==> src/rtl/ro_freq_meter.sv <==
// ro_freq_meter: counts rising edges of a divided ring-oscillator signal over a programmable gate window
// Ports: clk, rst_n (async active-low); ro_in (async oscillator input); start + gate_sel (window
//        W = 2^(gate_sel+MIN_LOG2) cycles); busy while measuring; done pulses when result/overflow update.
module ro_freq_meter #(
   parameter int CNT_W    = 16,
   parameter int MIN_LOG2 = 4
) (
   input  logic             clk,
   input  logic             rst_n,
   input  logic             ro_in,
   input  logic             start,
   input  logic [2:0]       gate_sel,
   output logic             busy,
   output logic             done,
   output logic [CNT_W-1:0] result,
   output logic             overflow
);
   // one extra bit so the longest window 2^(7+MIN_LOG2) fits in the gate counter
   localparam int GW = MIN_LOG2 + 8;
   typedef enum logic {IDLE, MEASURE} state_t;
   state_t           state;
   logic             s1, s2, s3, rise, sat, ovf_flag, next_ovf;
   logic [CNT_W-1:0] edge_cnt, next_cnt;
   logic [GW-1:0]    gate_cnt;
   always_comb begin
      rise     = s2 & ~s3;
      sat      = &edge_cnt;
      next_cnt = (rise && !sat) ? edge_cnt + 1'b1 : edge_cnt;
      next_ovf = ovf_flag | (rise & sat);
   end
   always_ff @(posedge clk or negedge rst_n) begin
      if (!rst_n) begin
         {s3, s2, s1} <= '0;
         state        <= IDLE;
         busy         <= 1'b0;
         done         <= 1'b0;
         result       <= '0;
         overflow     <= 1'b0;
         edge_cnt     <= '0;
         ovf_flag     <= 1'b0;
         gate_cnt     <= '0;
      end else begin
         {s3, s2, s1} <= {s2, s1, ro_in};
         done         <= 1'b0;
         if (state == IDLE) begin
            if (start) begin
               state    <= MEASURE;
               busy     <= 1'b1;
               edge_cnt <= '0;
               ovf_flag <= 1'b0;
               // the gate counter holds the window length, so gate_sel is not needed afterwards
               gate_cnt <= GW'(1) << (gate_sel + MIN_LOG2);
            end
         end else begin
            gate_cnt <= gate_cnt - 1'b1;
            edge_cnt <= next_cnt;
            ovf_flag <= next_ovf;
            // last window cycle: publish the count including a rise seen in this cycle
            if (gate_cnt == GW'(1)) begin
               state    <= IDLE;
               busy     <= 1'b0;
               done     <= 1'b1;
               result   <= next_cnt;
               overflow <= next_ovf;
            end
         end
      end
   end
endmodule

==> config.mk <==
export PLATFORM = sky130hd
export DESIGN_NAME = ro_freq_meter
export DESIGN_NICKNAME = d
export VERILOG_FILES = /design/src/rtl/ro_freq_meter.sv
export SDC_FILE = /design/constraint.sdc
export NUM_CORES = 1
export LEC_CHECK = 0
export ABC_AREA = 1
export CAP_MARGIN = 20
export CORE_MARGIN = 2
export CORE_UTILIZATION = 50
export DETAILED_ROUTE_END_ITERATION = 16
export GPL_ROUTABILITY_DRIVEN = 0
export HOLD_SLACK_MARGIN = 0.12
export PLACE_DENSITY_LB_ADDON = 0.25
export SETUP_SLACK_MARGIN = 0.02
export SLEW_MARGIN = 20
export SYNTH_ARGS = -nofsm -noshare
export SYNTH_HDL_FRONTEND = slang
export SYNTH_SLANG_ARGS = --single-unit
==> constraint.sdc <==
create_clock -name clk -period 2.1 [get_ports clk]
set_input_delay 0.42 -clock clk [delete_from_list [all_inputs] [get_ports clk]]
set_output_delay 0.42 -clock clk [all_outputs]
set_load 0.01 [all_outputs]
# After elaboration in Yosys (flattened, before gate mapping)
# Index checks and enable logic that the tools add are counted.
# Widths: inputs -> output; s select.
[word_totals]
regBits = 52
latch_bits = 0
ram_bits = 0
romBits = 0
input_bits = 7
out_inout_bits = 19
wordCells = 42
n_memories = 0
[classes]
add_sub_neg = 3
multipliers = 0
n_div = 0
order_cmp = 0
n_eq_ne = 2
shifts = 1
mux = 15
n_bitwise = 4
n_reduce_logical = 6
[ops]
columns = ["cell", "count"]
rows = [
  ["$mux 16", 3],
  ["$mux 12", 2],
  ["$add 16x1->16 const B", 1],
  ["$reduce_and 16->1", 1],
  ["$eq 12x1->1 const B", 1],
  ["$shl 1x4->12 const A", 1],
  ["$sub 12x1->12 const B", 1],
  ["$mux 1", 10],
  ["$add 3x3->4 const B", 1],
  ["$reduce_and 2->1", 2],
  ["$and 1x1->1", 2],
  ["$ne 2x1->1 const B", 1],
  ["$reduce_bool 2->1", 1],
  ["$logic_and 1x1->1", 1],
  ["$logic_not 1->1", 1],
  ["$not 1->1", 1],
  ["$or 1x1->1", 1],
]

# Logic depth before layout (Yosys ltp)
# Gate-level depths: netlist of run 1.
[depth]
depth_word = 5
depth_mapped = 11
mapped_depth_nobuf = 11

# Worst setup path after synthesis of run 1
# OpenSTA, ideal clock, no wires.
[synth_path]
path_kind = "register to register"
startpoint = "register edge_cnt[1]"
endpoint = "register result[1]"
setup_ns = 0.124
t_arrival_ns = 1.415
t_required_ns = 1.976
setup_slack_ns = 0.561
path_stages_with_launch = 11
n_path_buf = 1
period_less_slack_ns = 1.539
path_cell_list = "dfrtp_1 > ha_1 > nand2_1 > nor2_1 > nand2_2 > nor2_4 > nor2_4 > buf_6 > nand2_1 > o211ai_1 > nand2_1"
[synth_between]
elab_chain_len = 4
elab_cells_between_ends = 5
cone_classes = "add/sub (1); mux (1); reduce/logical (3)"
[synth_rtl]
columns = ["element", "line_no", "rtl"]
rows = [
  ["start, declared", "23", "logic [CNT_W-1:0] edge_cnt, next_cnt;"],
  ["start signal, assigned", "56", "edge_cnt <= next_cnt;"],
  ["branches (longest 3 deep; another with $add 16x1->16)", "-", ""],
  ["$mux 16 (*)", "28", "next_cnt = (rise && !sat) ? edge_cnt + 1'b1 : edge_cnt;"],
  ["end signal, assigned", "63", "result <= next_cnt;"],
  ["end, declared", "15", "output logic [CNT_W-1:0] result,"],
]
# Mark *: on every way between the ends.
# A chain may end at the register's enable or synchronous reset.

# Worst setup path in the final report of run 1
[layout_path]
startpoint = "register edge_cnt[1]"
endpoint = "register result[12]"
# Same word-level chain as after synthesis.

==> results of run 1 <==
## kinds of logic (layout without fill, tap and decap cells)
| family | Yosys count | in the layout | share of synthesized area |
|---|---|---|---|
| AND/OR/NAND/NOR | 240 | 240 | 0.355 |
| flip-flops | 52 | 52 | 0.461 |
| buffers and inverters | 42 | 74 | 0.0665 |
| AO/OA/AOI/OAI | 39 | 39 | 0.0829 |
| XOR/XNOR | 7 | 7 | 0.0217 |
| adder cells (fa/ha/maj) | 3 | 3 | 0.0133 |
## flip-flops by register name (all words and copies together) (netlist names)
name and cells:
edge_cnt 16, result 16, gate_cnt 12, busy 1, done 1, overflow 1, ovf_flag 1, s1 1
s2 1, s3 1, state 1
## final timing paths
check                                      endpoint  slack (ns)  cells past startpoint
hold reg to reg                        s2$_DFF_PN0_        0.36                      0
setup / recovery             result[12]$_DFFE_PN0P_        0.25                     10
setup reg to reg             result[12]$_DFFE_PN0P_        0.25                     10
min in group clk                       s2$_DFF_PN0_        0.36                      0
max in group asynchronous  edge_cnt[11]$_DFFE_PN0P_        1.45                      2
hold / removal                result[2]$_DFFE_PN0P_        0.22                      2
## cell type report
cell class,count,area [µm²],share of cell area
Multi-Input combinational cell,289,1330,0.405
Tap cell,72,90.1,0.0274
Clock buffer,6,82.6,0.0251
Inverter,32,120,0.0365
Sequential cell,52,1300,0.395
Timing Repair Buffer,34,325,0.0988
Clock inverter,2,38.8,0.0118
## metal layers
metal	track usage	wire length (µm)
met1	0.287	2910
met2	0.364	2870
met3	0.0409	180
met4	0.0690	86
met5	0	0
## cells in the mapped netlist
cell	count	area, µm²
clkbuf_1	2	7.51
a21oi_1	7	35.0
ha_1	3	37.5
xor2_1	3	26.3
nand4_1	7	43.8
nor3_1	2	10.0
a22oi_1	3	22.5
buf_4	1	7.51
a32oi_1	1	8.76
nand3_1	24	120
inv_2	2	7.51
o21ai_0	20	100
o211ai_1	3	22.5
nand2_2	3	18.8
buf_2	3	15.0
o22ai_1	1	6.26
buf_1	1	3.75
xnor2_1	4	35.0
nand3b_1	2	15.0
a31oi_1	2	12.5
dfrtp_1	52	1300
inv_1	30	113
a32o_1	1	10.0
nor3_4	1	16.3
nor2_1	32	120
nand2_1	166	623
buf_6	3	33.8
nor2_4	3	33.8
o21ai_4	1	16.3
## worst register-to-register path: cells and delay by family (launching register included)
family | cells | cell delay (ns)
fa+ha+maj | 1 | 0.26
simple gates | 9 | 1.10
flops | 1 | 0.44
## metrics by stage
step	instances	utilization	hold slack, ns	power, µW	area, µm²
after floorplan	383	-	0.124	2070	2820
after global placement	477	0.574	0.333	2270	3140
after detailed placement	477	0.574	0.337	2300	3140
after CTS	485	0.596	0.239	3030	3260
after global routing	487	0.602	0.282	3250	3290
final	487	0.602	0.219	3020	3290
## power by group
group	switching, µW	internal [µW]	total (µW)
combinational	513	335	848
sequential	225	1230	1450
clock	336	390	726
==> impl_metrics.py, run 1 <==
metrics = {
    "place": {
        "place_hpwl_mm": 4.31,
        "dpl_worst_slack_ns": 0.298,
        "portBuffers": 25,
    },
    "status": {
        "status": "finished clean",
    },
    "final_layout": {
        "n_antenna_cell": 0,
        "mostFrequentLayoutCells": "nand2_1 (166), dfrtp_1 (52), nor2_1 (32)",
        "drive_gt1_frac": 0.0675,
        "num-nets-final": 424,
        "fillers": 525,
        "final_common_cell": "nand2_1",
        "area_delta_synth_final_pct": 16.6,
    },
    "synthesis": {
        "syn_nets": 393,
        "yosysUniqueCellTypes": 29,
        "postSynthAreaPerCell_um2": 7.37,
        "syn_area_mm2": 0.00282,
        "ys_seq_elements": 52,
        "synth-seq-area-share": 0.461,
        "syn_inst": 383,
        "yosys_warnings": 0,
    },
    "global_route": {
        "overflow": 0,
        "grt_pass1_vias": 2438,
        "grt_pass1_wl_mm": 10.9,
        "grt_usage": 0.218,
        "antenna_found_initial": 0,
        "grt_start_max_net_pins": 53,
    },
    "worst_setup_path": {
        "crit_buf_inv": 0,
        "worstPathRequired_ns": 2.36,
        "cp_max_fo": 17,
        "cpMostUsedCell": "nand2_1",
        "crit_chain": "ha_1 > nand2_1 > nor2_1 > nand2_2 > nor2_4 > nor2_4 > nand3b_1 > nand2_1 > nand2_1 > nand2_1",
        "critical_path.max_stage_delay_ns": 0.44,
        "path_class": "reg2reg",
        "crit_family": "simple AND/OR/NAND/NOR gates",
        "crit_path_start": "edge_cnt[1]$_DFFE_PN0P_",
        "cp-end-kind": "register",
        "arrival_ns": 2.11,
        "critPathLaunchType": "register",
        "r2r_start": "edge_cnt[1]$_DFFE_PN0P_",
        "cp_slowest_cell": "dfrtp_1",
    },
    "sta": {
        "max_slew.worst_pin.slew_ns": 0.649,
        "rsz0062_at_grt": "false",
        "fin_skew_ns": 0.00674,
        "drv_slew": 0,
        "maxSlewHeadroom": 0.568,
        "period_share": 0.882,
        "tns_ns": 0,
        "hold_viol_final": 0,
        "max_freq_mhz": 540,
        "fin_crit_ns": 1.85,
        "finalWorstSetupSlack_ns": 0.249,
        "setup_viol": 0,
    },
    "route": {
        "drtAntennaViolNets": 0,
        "routed_wl_mm": 6.05,
        "via_per_inst": 5.05,
        "vias": 2457,
        "drc": 0,
        "drt_iter0_drc": 143,
        "wire_per_inst_um": 12.4,
        "dr.pass1.iters": 4,
    },
    "power_and_ir_drop": {
        "leakage_uw": 0.00160,
        "power_density_mw_per_mm2": 919,
        "ir_drop_v": 0.000566,
    },
    "die": {
        "rows": 27,
        "io_pins": 26,
        "dieWidth_um": 79.1,
        "core_mm2": 0.00547,
        "die_h_um": 79.1,
        "die_area_mm2": 0.00626,
        "start_util": 0.516,
    },
    "clock_network": {
        "cts_resized": 0,
        "clockBufferDepth": 2,
        "insertion_delay_ns": 0.31,
        "ctsHtreeMaxLevel": 2,
        "cts_setup_buffers": 0,
        "cts.sinks": 52,
        "clkTransAtPathRegs_ns": 0.10,
        "cts_buffers": 5,
        "hold_buffers": 0,
        "root_buffer": "clkbuf_8",
        "cts_tree": "yes",
    },
    "hold_path": {
        "hold_class": "in2async",
    },
    "job": {
        "maxCapViolations": 0,
    },
}
(Power assumes the default switching activity.)
==> run 2, diff against run 1 <==
--- a/config.mk
+++ b/config.mk
@@ -14,6 +14,7 @@
 export HOLD_SLACK_MARGIN = 0.12
 export PLACE_DENSITY_LB_ADDON = 0.25
 export SETUP_SLACK_MARGIN = 0.02
+export SKIP_CTS_REPAIR_TIMING = 1
 export SLEW_MARGIN = 20
 export SYNTH_ARGS = -nofsm -noshare
 export SYNTH_HDL_FRONTEND = slang
==> constraint.sdc (replaced) <==
create_clock -name clk -period 2 [get_ports clk]
set_input_delay 0.4 -clock clk [delete_from_list [all_inputs] [get_ports clk]]
set_output_delay 0.4 -clock clk [all_outputs]
set_load 0.01 [all_outputs]
==> run 2 against run 1 <==
Utilization rose by 0.069 points. Sequential power grew 4%. Clock skew increased by 0.0041 ns. Sequential share of layout area hardly changed. Clock power shrank 14%. Critical endpoint is now result[1]$_DFFE_PN0P_. Largest power group unchanged.
==> impl_metrics.py, run 2 (same netlist as run 1, synthesis figures left out) <==
metrics = {
    "global_route": {
        "grt_start_max_net_pins": 53,
        "grt_pass1_vias": 2383,
        "grt_usage": 0.217,
        "antenna_found_initial": 0,
        "grt_pass1_wl_mm": 10.8,
        "overflow": 0,
    },
    "route": {
        "dr.pass1.iters": 4,
        "drt_iter0_drc": 151,
        "wire_per_inst_um": 12.3,
        "via_per_inst": 5.06,
        "routed_wl_mm": 6.04,
        "drc": 0,
        "vias": 2483,
        "drtAntennaViolNets": 0,
    },
    "clock_network": {
        "ctsHtreeMaxLevel": 2,
        "clockBufferDepth": 2,
        "cts_tree": "yes",
        "cts_buffers": 5,
        "root_buffer": "clkbuf_8",
        "insertion_delay_ns": 0.31,
        "cts.sinks": 52,
        "clkTransAtPathRegs_ns": 0.09,
    },
    "sta": {
        "max_freq_mhz": 546,
        "fin_crit_ns": 1.83,
        "fin_skew_ns": 0.0108,
        "fin_hold_ws_ns": 0.362,
        "period_share": 0.915,
        "hold_viol_final": 0,
        "rsz0062_at_grt": "false",
        "drv_slew": 0,
        "tns_ns": 0,
        "setup_viol": 0,
        "maxSlewHeadroom": 0.662,
        "max_slew.worst_pin.slew_ns": 0.503,
    },
    "worst_setup_path": {
        "worstPathRequired_ns": 2.20,
        "cp-end-kind": "register",
        "path_class": "reg2reg",
        "cp_max_fo": 8,
        "reg2reg_depth": 9,
        "r2r_start": "edge_cnt[1]$_DFFE_PN0P_",
        "r2r_end": "result[1]$_DFFE_PN0P_",
        "r2r_slack_ns": 0.17,
        "critPathLaunchType": "register",
        "arrival_ns": 2.03,
    },
    "final_layout": {
        "top_regs": "edge_cnt: 16 flops, result: 16 flops, gate_cnt: 12 flops",
        "n_antenna_cell": 0,
        "num-nets-final": 428,
        "final_common_cell": "nand2_1",
        "drive_gt1_frac": 0.0716,
        "area_delta_synth_final_pct": 16.8,
        "mostFrequentLayoutCells": "nand2_1 (166), dfrtp_1 (52), nor2_1 (32)",
    },
    "hold_path": {
        "hold_start": "s1$_DFF_PN0_",
        "min_delay_path_depth": 0,
        "worstHoldEndpoint": "s2$_DFF_PN0_",
        "hold_class": "reg2reg",
    },
    "place": {
        "portBuffers": 25,
        "place_hpwl_mm": 4.26,
    },
    "status": {
        "status": "finished clean",
    },
    "power_and_ir_drop": {
        "leakage_uw": 0.00160,
        "ir_drop_v": 0.000553,
        "power_density_mw_per_mm2": 921,
    },
    "job": {
        "maxCapViolations": 0,
    },
    "die": {
        "die_h_um": 79.1,
        "dieWidth_um": 79.1,
        "die_area_mm2": 0.00626,
        "core_mm2": 0.00547,
        "rows": 27,
        "start_util": 0.516,
        "io_pins": 26,
    },
}
## run 2: worst max-delay path, cell delays in order, from the launching register on
cell and delay (ns):
dfrtp_1 0.45, ha_1 0.25, nand2_1 0.08, nor2_1 0.05, nand2_2 0.17, nor2_4 0.08, nor2_2 0.34, nand2_1 0.13
o211ai_1 0.12, nand2_1 0.06
## run 2: how the worst max path moves through the flow
stage / from / to
2_1_floorplan: edge_cnt[1]$_DFFE_PN0P_ / result[1]$_DFFE_PN0P_
3_3_place_gp: edge_cnt[1]$_DFFE_PN0P_ / edge_cnt[5]$_DFFE_PN0P_
3_5_place_dp: edge_cnt[1]$_DFFE_PN0P_ / result[5]$_DFFE_PN0P_
4_1_cts: edge_cnt[1]$_DFFE_PN0P_ / result[5]$_DFFE_PN0P_
5_1_grt: edge_cnt[1]$_DFFE_PN0P_ / result[4]$_DFFE_PN0P_
6_report: edge_cnt[1]$_DFFE_PN0P_ / result[1]$_DFFE_PN0P_
## run 2: metrics by stage
step	power, µW	setup WS [ns]	cell area, µm²	std cells	utilization
6_report	3040	0.169	3300	491	0.602
5_1_grt	3310	0.0376	3300	491	0.602
4_1_cts	3050	0.0979	3260	487	0.596
3_5_place_dp	2430	0.123	3170	479	0.579
3_3_place_gp	2400	0.107	3170	479	0.579
2_1_floorplan	2170	0.461	2820	383	-
## run 2: where the power goes
group	total, µW	internal [µW]	switching (µW)
logic	900	367	534
registers	1510	1290	228
clock network	621	282	339
## run 2: routing by layer
layer	GRT usage	routed length [µm]	vias up
met5	0	0	-
met4	0.0690	58	0
met3	0.0352	172	5
met2	0.366	2950	40
met1	0.287	2860	1155
li1	-	-	1283
## run 2: final cells by class
class,instances,area (µm²)
timing repair buffer,37,350
clock inverter,1,7.51
tap,72,90.1
multi-input combinational,290,1340
sequential,52,1300
inverter,32,120
fill,511,2180
clock buffer,7,86.3
==> run 3, diff against run 2 <==
--- a/config.mk
+++ b/config.mk
@@ -9,6 +9,7 @@
 export CAP_MARGIN = 20
 export CORE_MARGIN = 2
 export CORE_UTILIZATION = 50
+export CTS_CLUSTER_SIZE = 10
 export DETAILED_ROUTE_END_ITERATION = 16
 export GPL_ROUTABILITY_DRIVEN = 0
 export HOLD_SLACK_MARGIN = 0.12
==> results of run 3 <==
Same layout as run 2: the final DEF is identical, and so are final timing and power.
==> patch, RTL diff (flow settings as in run 1) <==
Add an input register stage for `ro_in`, `start` and `gate_sel`; this delays them by one clock. Comments in the files are not updated.
--- a/src/rtl/ro_freq_meter.sv
+++ b/src/rtl/ro_freq_meter.sv
@@ -20,2 +20,13 @@
    typedef enum logic {IDLE, MEASURE} state_t;
+
+   logic ro_q;
+   logic start_q;
+   logic [2:0] gate_sel_q;
+
+   always_ff @(posedge clk) begin
+      ro_q       <= ro_in;
+      start_q    <= start;
+      gate_sel_q <= gate_sel;
+   end
+
    state_t           state;
@@ -42,6 +53,6 @@
       end else begin
-         {s3, s2, s1} <= {s2, s1, ro_in};
+         {s3, s2, s1} <= {s2, s1, ro_q};
          done         <= 1'b0;
          if (state == IDLE) begin
-            if (start) begin
+            if (start_q) begin
                state    <= MEASURE;
@@ -51,3 +62,3 @@
                // the gate counter holds the window length, so gate_sel is not needed afterwards
-               gate_cnt <= GW'(1) << (gate_sel + MIN_LOG2);
+               gate_cnt <= GW'(1) << (gate_sel_q + MIN_LOG2);
             end
Function: changed (Yosys sat finds a counterexample within 4 cycles, from zero or initial values and one cycle with rst_n low).
==> patch against run 1 <==
- critical path depth did not move
- worst hold slack lost 0.027 ns
- area after synthesis increased by 3.1%
- total power up 13%
- design area up 5.4%
- non-clock buffer count decreased by 1
- wire length up 1.0%
- final cell count increased by 2.5%
- setup slack better by 0.055 ns
- sequential cell count increased by 5
==> patch: results (changes against run 1) <==
=================================================================================
Clock transition at path regs                                             0.07 ns   was 0.10 ns
Number of placed instances, taps included                                     483   was 477
Met1 Track Usage GR                                                         30.2%   was 28.7%
Post-synth top cells                                                 sky130_fd_sc_hd__nand2_1 (170), sky130_fd_sc_hd__dfrtp_1 (52), sky130_fd_sc_hd__inv_1 (33), sky130_fd_sc_hd__nor2_1 (31), sky130_fd_sc_hd__nand3_1 (19)   was sky130_fd_sc_hd__nand2_1 (166), sky130_fd_sc_hd__dfrtp_1 (52), sky130_fd_sc_hd__nor2_1 (32), sky130_fd_sc_hd__inv_1 (30), sky130_fd_sc_hd__nand3_1 (24)
Data arrival, critical path                                               2.01 ns   was 2.11 ns
Tightest Pin Transition                                                  0.653 ns   was 0.649 ns
Async set-or-reset flop fraction in the synthesized netlist                 91.2%   was 100%
Static leakage                                                            1.74 nW   was 1.60 nW
Largest fanout on the critical path                                            13   was 17
Detail-routed via count per cell                                             5.05   about the same
VDD IR max                                                             0.000831 V   was 0.000566 V
Fin nets                                                                      432   was 424
Register area share after synthesis                                         48.2%   was 46.1%
Minimum setup slack among reg-to-reg paths                                0.30 ns   was 0.25 ns
Met1 layer wirelength in the final routing                                2960 um   was 2910 um
Final clock skew                                                       0.00784 ns   was 0.00674 ns
Via Count                                                                    2521   was 2457
Unique cell type count in the Yosys netlist                                    32   was 29
Global-route wire length before repair                                   10800 um   was 10900 um
Switching power                                                           1.06 mW   was 1.07 mW
Fraction of final layout cells sized beyond drive strength 1                10.8%   was 6.75%
Detail Route met3 WL                                                       310 um   was 180 um
Reg2reg end                                                          edge_cnt[1]$_DFFE_PN0P_   was result[12]$_DFFE_PN0P_
Total clock buffers created by CTS                                              9   was 5
Drt initial violations                                                        139   was 143
Clock latency of the later-clocked register in the worst-skew pair        0.34 ns   was 0.31 ns
Aggregate global-route resource usage                                       22.2%   was 21.8%
Result of the run                                                    complete, no violations   unchanged
Number of global-route vias before repair                                    2376   was 2438
DPL Wire Length                                                           4120 um   was 4310 um
H-tree levels                                                                   3   was 2
=================================================================================
## patch: changes by cell type after synthesis, sizes merged, moves of 3 or more
| cell | change |
|---|---|
| o21ai | -4 |
| nand3 | -3 |
| dfxtp | +5 |
| xnor2 | -3 |
| nand2 | +5 |
| nand4 | -4 |
| inv | +6 |
## patch: cells by family after synthesis
group	count (synthesis)	synth area share, %
AOI/OAI and AO/OA	34	7.40
buffers and inverters	47	7.23
and+or+nand+nor	240	34.1
adders and majority gates	3	1.29
DFF	57	48.2
xor gates and xnor gates	6	1.81
## patch: per-stage QoR
step           area [um^2]  worst slack [ns]  utilization, %  total power, mW  hold slack, ns
6_report              3470             0.304            62.2             3.40           0.193
5_1_grt               3470            0.0937            62.2             3.61           0.274
4_1_cts               3470             0.283            62.2             3.42           0.221
3_5_place_dp          3240             0.336            58.1             2.24           0.324
3_3_place_gp          3240             0.385            58.1             2.22           0.319
2_1_floorplan         2910             0.538               -             2.01           0.124
## patch: final cells by class
type	instances	area (um^2)
tap	72	90.1
clock inverter	5	77.6
sequential	57	1400
fill	548	2110
multi-input combinational	283	1300
timing repair buffer	33	305
clock buffer	11	151
inverter	38	145
## patch: worst min-delay path by stage
stage,to,slack (ns),depth (start not counted)
floorplan,busy$_DFFE_PN0P_,0.12,0
global placement,s1$_DFF_PN0_,0.32,0
detailed placement,s1$_DFF_PN0_,0.32,0
CTS,result[2]$_DFFE_PN0P_,0.22,2
global route,result[2]$_DFFE_PN0P_,0.27,2
finish,result[2]$_DFFE_PN0P_,0.19,2
## patch: power by group through the flow
stage / logic (mW) / clock network [mW] / registers, mW
floorplan: 0.545 / 0 / 1.47
global placement: 0.736 / 0 / 1.48
detailed placement: 0.757 / 0 / 1.49
CTS: 0.765 / 1.18 / 1.47
global route: 0.873 / 1.23 / 1.51
finish: 0.759 / 1.17 / 1.47
